File: src/rtl/uart_pkg.sv
// Shared UART definitions: byte type, baud-rate selection and receive FIFO sizing.
package uart_pkg;

   typedef logic [7:0] byte_t;

   typedef enum logic [1:0] {
      BAUD_4800  = 2'd0,
      BAUD_9600  = 2'd1,
      BAUD_19200 = 2'd2,
      BAUD_38400 = 2'd3
   } baud_sel_t;

   localparam int RX_FIFO_DEPTH = 16;

endpackage

File: src/rtl/uart_sync_fifo.sv
// Generic single-clock FIFO with first-word-fall-through read port and registered
// count/empty/full. Pushes into a full FIFO are accepted only alongside a pop.
module uart_sync_fifo
   import uart_pkg::*;
#(
   parameter int DEPTH = RX_FIFO_DEPTH,
   parameter int WIDTH = 8
) (
   input  logic                       sys_clk,
   input  logic                       rst,
   input  logic                       push,
   input  logic                       pop,
   input  logic [WIDTH-1:0]           wr_data,
   output logic [WIDTH-1:0]           rd_data,
   output logic                       empty,
   output logic                       full,
   output logic [$clog2(DEPTH):0]     count
);

   localparam int PTR_W = $clog2(DEPTH);
   localparam int CNT_W = PTR_W + 1;
   localparam logic [CNT_W-1:0] FULL_CNT = CNT_W'(DEPTH);

   logic [WIDTH-1:0] mem [DEPTH];
   logic [PTR_W-1:0] wr_ptr;
   logic [PTR_W-1:0] rd_ptr;
   logic [CNT_W-1:0] count_nxt;
   logic             do_push;
   logic             do_pop;

   assign do_pop  = pop & ~empty;
   assign do_push = push & (~full | do_pop);

   always_comb begin
      count_nxt = count;
      if (do_push && !do_pop) begin
         count_nxt = count + CNT_W'(1);
      end else if (do_pop && !do_push) begin
         count_nxt = count - CNT_W'(1);
      end
   end

   always_ff @(posedge sys_clk) begin
      if (rst) begin
         wr_ptr <= '0;
         rd_ptr <= '0;
         count  <= '0;
         empty  <= 1'b1;
         full   <= 1'b0;
      end else begin
         if (do_push) wr_ptr <= wr_ptr + 1'b1;
         if (do_pop)  rd_ptr <= rd_ptr + 1'b1;
         count <= count_nxt;
         empty <= (count_nxt == '0);
         full  <= (count_nxt == FULL_CNT);
      end
   end

   // Storage is deliberately not reset.
   always_ff @(posedge sys_clk) begin
      if (do_push) mem[wr_ptr] <= wr_data;
   end

   assign rd_data = mem[rd_ptr];

endmodule

File: src/rtl/uart_rx_fifo.sv
// Receive byte buffer behind the UART receiver: rising-edge capture of rx_status,
// sticky overflow flag, and optional saturating drop counter (UART_RX_OVF_CNT_EN).
module uart_rx_fifo
   import uart_pkg::*;
#(
   parameter int DEPTH = RX_FIFO_DEPTH,
   parameter int WIDTH = 8
) (
   input  logic                   sys_clk,
   input  logic                   rst,
   input  logic                   rx_status,
   input  logic [WIDTH-1:0]       rx_byte,
   input  logic                   rd_en,
   input  logic                   clr_ovf,
   output logic [WIDTH-1:0]       rd_data,
   output logic                   empty,
   output logic                   full,
   output logic [$clog2(DEPTH):0] count,
`ifdef UART_RX_OVF_CNT_EN
   output logic [7:0]             ovf_count,
`endif
   output logic                   overflow
);

   logic rx_status_q;
   logic push;
   logic drop;

   always_ff @(posedge sys_clk) begin
      if (rst) begin
         rx_status_q <= 1'b0;
      end else begin
         rx_status_q <= rx_status;
      end
   end

   assign push = rx_status & ~rx_status_q;
   // A full FIFO still accepts the byte if a pop frees a slot in the same cycle.
   assign drop = push & full & ~(rd_en & ~empty);

   uart_sync_fifo #(
      .DEPTH (DEPTH),
      .WIDTH (WIDTH)
   ) u_fifo (
      .sys_clk (sys_clk),
      .rst     (rst),
      .push    (push),
      .pop     (rd_en),
      .wr_data (rx_byte),
      .rd_data (rd_data),
      .empty   (empty),
      .full    (full),
      .count   (count)
   );

   always_ff @(posedge sys_clk) begin
      if (rst) begin
         overflow <= 1'b0;
      end else if (drop) begin
         overflow <= 1'b1;
      end else if (clr_ovf) begin
         overflow <= 1'b0;
      end
   end

`ifdef UART_RX_OVF_CNT_EN
   // A drop coinciding with clr_ovf restarts the count at one.
   always_ff @(posedge sys_clk) begin
      if (rst) begin
         ovf_count <= 8'd0;
      end else if (drop) begin
         if (clr_ovf)                ovf_count <= 8'd1;
         else if (ovf_count != 8'hFF) ovf_count <= ovf_count + 8'd1;
      end else if (clr_ovf) begin
         ovf_count <= 8'd0;
      end
   end
`endif

endmodule

File: config.mk
export PLATFORM = sky130hd
export DESIGN_NAME = uart_rx_fifo
export DESIGN_NICKNAME = d
export VERILOG_FILES = /design/src/rtl/uart_pkg.sv /design/src/rtl/uart_sync_fifo.sv /design/src/rtl/uart_rx_fifo.sv
export SDC_FILE = /design/constraint.sdc
export NUM_CORES = 1
export LEC_CHECK = 0
export CORE_MARGIN = 3
export CORE_UTILIZATION = 45
export DETAILED_ROUTE_END_ITERATION = 8
export PLACE_DENSITY_LB_ADDON = 0.15
export REMOVE_ABC_BUFFERS = 1
export SLEW_MARGIN = 20
export SYNTH_ARGS = -nofsm -noshare
export SYNTH_HDL_FRONTEND = slang
export SYNTH_SLANG_ARGS = --single-unit
File: constraint.sdc
create_clock -name sys_clk -period 2.8 [get_ports sys_clk]
set_input_delay 0.7 -clock sys_clk [delete_from_list [all_inputs] [get_ports sys_clk]]
set_output_delay 0.7 -clock sys_clk [all_outputs]
set_load 0.005 [all_outputs]
==> impl_metrics.json, run 1 <==
{
  "finalWeightedCongestion": 0.729,
  "path_max_fanout": 6,
  "synth-edff-count": 128,
  "finalNetCount": 393,
  "clock-sinks": 149,
  "ys_types": 35,
  "yosys_warnings": 0,
  "synth_top_cell_by_area": "edfxtp_1",
  "place.port_buffers": 28,
  "grt_start_max_net_pins": 33,
  "grt_pass1_wl_um": 18800,
  "worstPathArrival_ns": 2.20,
  "worstSetupEndpointType": "primary output",
  "cts_buffer_depth": 2,
  "dpl.hpwl_um": 7470,
  "hold_slack_ns": 0.502,
  "htree_levels": 4,
  "drc": 0,
  "synthToLayoutAreaGrowth_pct": 22.5,
  "initial_utilization": 0.468,
  "path_class": "reg -> out",
  "cp_num_buf_inv": 3,
  "cpPeakStageDelay_ns": 0.52,
  "hold_path.class": "reg -> reg",
  "ys_seq_area_frac": 0.714,
  "synthTopCellsByCount": "edfxtp_1 (128), mux4_1 (24), dfxtp_1 (21), nor2_1 (17), mux4_2 (16)",
  "power_density_nw_per_um2": 783,
  "period_minus_slack_ns": 2.90,
  "routed_wirelength_um": 12200,
  "path_common_cell": "mux4_2",
  "dominantRegCellSynth": "edfxtp_1",
  "antenna_found_initial": 0,
  "die_area_um2": 14700,
  "grt_pass1_vias": 3060,
  "critPathTopFamily": "multiplexers",
  "grtUsageMet2": 0.268,
  "clock_skew_ns": 0.00825,
  "use_met1": 0.263,
  "dp_slack_ns": -0.0193,
  "ir_worst_vdd_mv": 0.441,
  "violations": "negative setup slack",
  "grt_use_met3": 0.0434,
  "r2r-start": "u_fifo.empty$_SDFF_PP1_",
  "ios": 29,
  "cts_made_buffers": 17,
  "required_ns": 2.10,
  "yosysMostFrequentCell": "edfxtp_1",
  "cap_violations": 0,
  "slew_violations": 0,
  "async_flop_share": 0,
  "yosys.area.top_type_share": 0.644,
  "vias_per_cell": 5.32,
  "coreArea_um2": 12800,
  "cts-root-buf": "clkbuf_16",
  "path_cells": "buf_6, buf_16, mux4_2, mux4_2, buf_2",
  "netlist_instances": 300,
  "die_w_um": 121,
  "hold_start": "u_fifo.rd_ptr[1]$_SDFFE_PP0P_",
  "synth_seq_cells": 149,
  "finalNonFillerCells": 558,
  "wl_per_cell_um": 21.9,
  "avgSynthCellArea_um2": 19.9,
  "register_area_um2": 4270,
  "post-route-period-util": 1.04,
  "timing.final.hold_violations": 0,
  "outcome": "finished, violations left",
  "multi_input_area_um2": 1510,
  "worst_slack_ns": -0.102,
  "clk_latency_ns": 0.42,
  "worstMarginPinSlew_ns": 0.603,
  "vias": 2967,
  "fmax_ghz": 0.345,
  "place_inst": 522,
  "rsz0062_at_grt": "true",
  "setup_viol_count_final": 8,
  "diodes": 0,
  "drtAntennaViolNets": 0,
  "worst_path_max_delay_cell": "mux4_2",
  "synth_area_leaders": "edfxtp_1 (64%), mux4_1 (11%), dfxtp_1 (7.0%), mux4_2 (6.0%), and2_1 (1.5%)",
  "cts_tree": "yes",
  "drive_above_1_share": 0.308,
  "drt-initial-drc-count": 276,
  "dr.pass1.iters": 4,
  "die_y_um": 121,
  "grt_overflow": 0,
  "top_usage_layer": "met2",
  "synthesis.area_um2": 5970,
  "final_util": 0.573,
  "clk_pin_slew_ns": 0.06,
  "num_rows": 41,
  "slew_headroom": 0.597,
  "n_fill_cell": 952,
  "p_leak_uw": 0.00246,
  "critPathLaunchType": "register",
  "grt_usage": 0.182
}
[registers in the layout (all words and copies together), names as in the netlist, named ones only]
register       flops
u_fifo.mem       128
u_fifo.count       5
u_fifo.wr_ptr      4
u_fifo.rd_ptr      4
rx_status_q        1
u_fifo.full        1
u_fifo.empty       1
overflow           1
[timing repair]
item                       CTS  global route
setup endpoints to repair    8             8
cloned                       3             0
gates resized for setup     58             4
hold buffers                 0             0
setup buffers                4             0
[stage by stage]
step	power, uW	instance area (um2)	setup TNS (ns)
3_5_place_dp	3290	6720	-0.0519
6_report	5730	7320	-0.491
3_3_place_gp	3280	6720	-0.0231
4_1_cts	5850	7390	-0.953
5_1_grt	5950	7320	-1.10
2_1_floorplan	2970	5870	-1.77
[layout make-up]
type	instances	share of cell area
well taps	172	0.0294
flip-flops and latches	149	0.583
multi-input cells	133	0.206
inverters	5	0.00256
clock buffers	17	0.0581
repair buffers	67	0.0916
clock inverters	15	0.0289
[final timing paths]
check	depth (start not counted)	slack (ns)	end
setup / recovery	5	-0.10	rd_data[4]
hold reg to reg	2	0.50	u_fifo.rd_ptr[1]$_SDFFE_PP0P_
hold / removal	2	0.50	u_fifo.rd_ptr[1]$_SDFFE_PP0P_
setup reg to reg	6	0.92	u_fifo.mem[3][6]$_DFFE_PP_
[logic make-up after synthesis]
kind of cell,Yosys count,share of synthesized area
flip-flops,149,0.714
adder cells (fa/ha/maj),7,0.0147
XOR/XNOR,9,0.0132
multiplexers,41,0.168
AO/OA/AOI/OAI,12,0.0126
AND/OR/NAND/NOR,64,0.0582
buffers and inverters,18,0.0195
[per-layer routing]
metal  vias to the layer above  wire length (um)
met1                      1516              5570
met3                        13               683
met4                         0               180
li1                       1354                 -
met5                         -                 0
met2                        84              5780
[report_power, final]
part / internal [uW] / switching (uW) / total [uW]
Sequential: 2480 / 56.1 / 2530
Clock: 1570 / 861 / 2430
Combinational: 438 / 334 / 771
Total: 4480 / 1250 / 5730
[worst min-delay path, stage by stage, from the launching register on]
cell     delay, ns
dfxtp_1       0.32
nand2_1       0.06
a21oi_1       0.07
[cell usage in the layout, fill, tap and decap left out, drive strengths merged, types with 5 or more instances in the layout]
master / instances
and2: 14
buf: 47
bufinv: 5
clkbuf: 17
clkdlybuf4s50: 20
clkinv: 7
dfxtp: 21
edfxtp: 128
ha: 7
inv: 5
mux4: 40
nand2: 11
nor2: 17
xor2: 6
No activity file was read; power rests on OpenSTA's default activity.
==> inputs of run 2 (changes only) <==
--- a/config.mk
+++ b/config.mk
@@ -5,6 +5,7 @@
 export SDC_FILE = /design/constraint.sdc
 export NUM_CORES = 1
 export LEC_CHECK = 0
+export CORE_ASPECT_RATIO = 0.6
 export CORE_MARGIN = 3
 export CORE_UTILIZATION = 45
 export DETAILED_ROUTE_END_ITERATION = 8
==> run 2 against run 1 <==
The run still ends with negative setup slack left. Via count rose by 4.6%. Flip-flop and latch count unchanged. Maximum frequency is 2.1% lower. Highest routed layer unchanged.
==> impl_metrics.json, run 2 (synthesis results as in run 1) <==
{
  "path_class": "reg -> out",
  "clk_latency_ns": 0.43,
  "wl_per_cell_um": 24.2,
  "ios": 29,
  "die_w_um": 155,
  "largest_reg_flops": 128,
  "coreArea_um2": 12500,
  "largest-register": "u_fifo.mem",
  "worst_path_max_delay_cell": "mux4_2",
  "layout_commonest_cell": "edfxtp_1",
  "die_area_um2": 14700,
  "cts_hold_repair.buffers": 0,
  "grt_usage": 0.197,
  "violations": "negative setup slack",
  "power_density_nw_per_um2": 759,
  "ir_worst_vdd_mv": 0.441,
  "cap_violations": 0,
  "outcome": "finished, violations left",
  "antenna_found_initial": 0,
  "setup_viol_count_final": 8,
  "fin_tns_setup_ns": -0.775,
  "rsz0062_at_grt": "true",
  "fin_area_um2": 7340,
  "timing.final.hold_violations": 0,
  "post-route-period-util": 1.06,
  "grt_pass1_wl_um": 20000,
  "finalWeightedCongestion": 0.769,
  "clock-sinks": 149,
  "grt_overflow": 0,
  "clock_skew_ns": 0.0105,
  "n_fill_cell": 927,
  "initial_utilization": 0.478,
  "htree_levels": 4,
  "slew_headroom": 0.566,
  "period_minus_slack_ns": 2.96,
  "intPower_uw": 4180,
  "worst_slack_ns": -0.165,
  "seqPwrFrac": 0.455,
  "drive_above_1_share": 0.310,
  "worstSetupEndpointType": "primary output",
  "total_power_uw": 5570,
  "worstMarginPinSlew_ns": 0.649,
  "clk_pin_slew_ns": 0.07,
  "vias": 3102,
  "p_sw_uw": 1400,
  "dp_slack_ns": -0.0129,
  "dr.pass1.iters": 4,
  "combPwrFrac": 0.148,
  "die_y_um": 95.2,
  "fmax_ghz": 0.337,
  "grt_pass1_vias": 3037,
  "grt_start_max_net_pins": 33,
  "drtAntennaViolNets": 0,
  "cpPeakStageDelay_ns": 0.53,
  "drt-initial-drc-count": 405,
  "slew_violations": 0,
  "cts_made_buffers": 17,
  "path_cells": "buf_6, buf_12, mux4_2, mux4_2, buf_6",
  "path_max_fanout": 5,
  "register_area_um2": 4270,
  "critPathLaunchType": "register",
  "vias_per_cell": 5.64,
  "finalNetCount": 391,
  "num_rows": 31,
  "reg.largest.list": "u_fifo.mem: 128 flops, u_fifo.count: 5 flops",
  "place.port_buffers": 28,
  "worstPathArrival_ns": 2.26,
  "final_util": 0.588,
  "multi_input_area_um2": 1500,
  "cts_tree": "yes",
  "required_ns": 2.10,
  "cts-root-buf": "clkbuf_16",
  "p_clk_frac": 0.397,
  "routed_wirelength_um": 13300,
  "hold_path.class": "reg -> reg",
  "synthToLayoutAreaGrowth_pct": 23.0,
  "dpl.hpwl_um": 7920,
  "drc": 0,
  "cts_buffer_depth": 2,
  "power_switching_share": 0.251,
  "layout_common_cells": "edfxtp_1 (128), mux4_2 (40), dfxtp_1 (20), clkdlybuf4s50_1 (20)",
  "placed_area_um2": 6780,
  "p_leak_uw": 0.00245
}
run 2: cell count changes in the layout (fill, tap and decap cells not counted), moves of 2 or more:
cell and delta:
mux4_1 -2, bufinv_16 -5, inv_8 +3, clkinv_2 -4, buf_12 +10, clkinvlp_4 -2, mux4_2 +2, inv_6 +7
buf_4 -10
run 2: layout make-up:
class | count | share of cell area
Antenna cell | 1 | 0.000341
Clock buffer | 19 | 0.0618
Inverter | 5 | 0.00256
Multi-Input combinational cell | 133 | 0.204
Clock inverter | 13 | 0.0172
Tap cell | 165 | 0.0281
Sequential cell | 149 | 0.581
Timing Repair Buffer | 65 | 0.104
run 2: repair_timing:
| action | in CTS | in global routing |
|---|---|---|
| cloned | 3 | 0 |
| endpoints found under the setup margin | 8 | 8 |
| gates resized for setup | 56 | 9 |
| buffers inserted | 7 | 1 |
run 2: routing by layer:
| metal | part of all wire | GRT usage |
|---|---|---|
| met5 | 0 | 0 |
| met4 | 0.014 | 0.0617 |
| met3 | 0.085 | 0.0680 |
| met2 | 0.41 | 0.263 |
| met1 | 0.49 | 0.302 |
run 2: worst paths after layout:
path | start | to | slack (ns) | cells after the start
worst max-delay path | register | rd_data[6] | -0.16 | 5
worst min-delay path | u_fifo.rd_ptr[1]$_SDFFE_PP0P_ | u_fifo.rd_ptr[1]$_SDFFE_PP0P_ | 0.52 | 2
worst max register to register | u_fifo.empty$_SDFF_PP1_ | u_fifo.mem[5][0]$_DFFE_PP_ | 0.83 | 7
worst min register to register | u_fifo.rd_ptr[1]$_SDFFE_PP0P_ | u_fifo.rd_ptr[1]$_SDFFE_PP0P_ | 0.52 | 2
run 2: metrics by stage:
step	hold slack, ns	instances
2_1_floorplan	0.460	287
3_3_place_gp	0.507	510
3_5_place_dp	0.505	510
4_1_cts	0.523	552
5_1_grt	0.545	549
6_report	0.519	550
run 2: critical path: cells and delay by family, from the launching register on:
family	cells	cell delay (ns)
buffers and inverters	3	0.39
multiplexers	2	1.05
flip-flops	1	0.39
run 2: power groups by stage:
stage,logic (uW),clock network (uW),registers (uW)
3_3_place_gp,718,0,2570
3_5_place_dp,729,0,2580
6_report,826,2210,2540
5_1_grt,892,2360,2540
2_1_floorplan,359,0,2610
4_1_cts,889,2250,2540
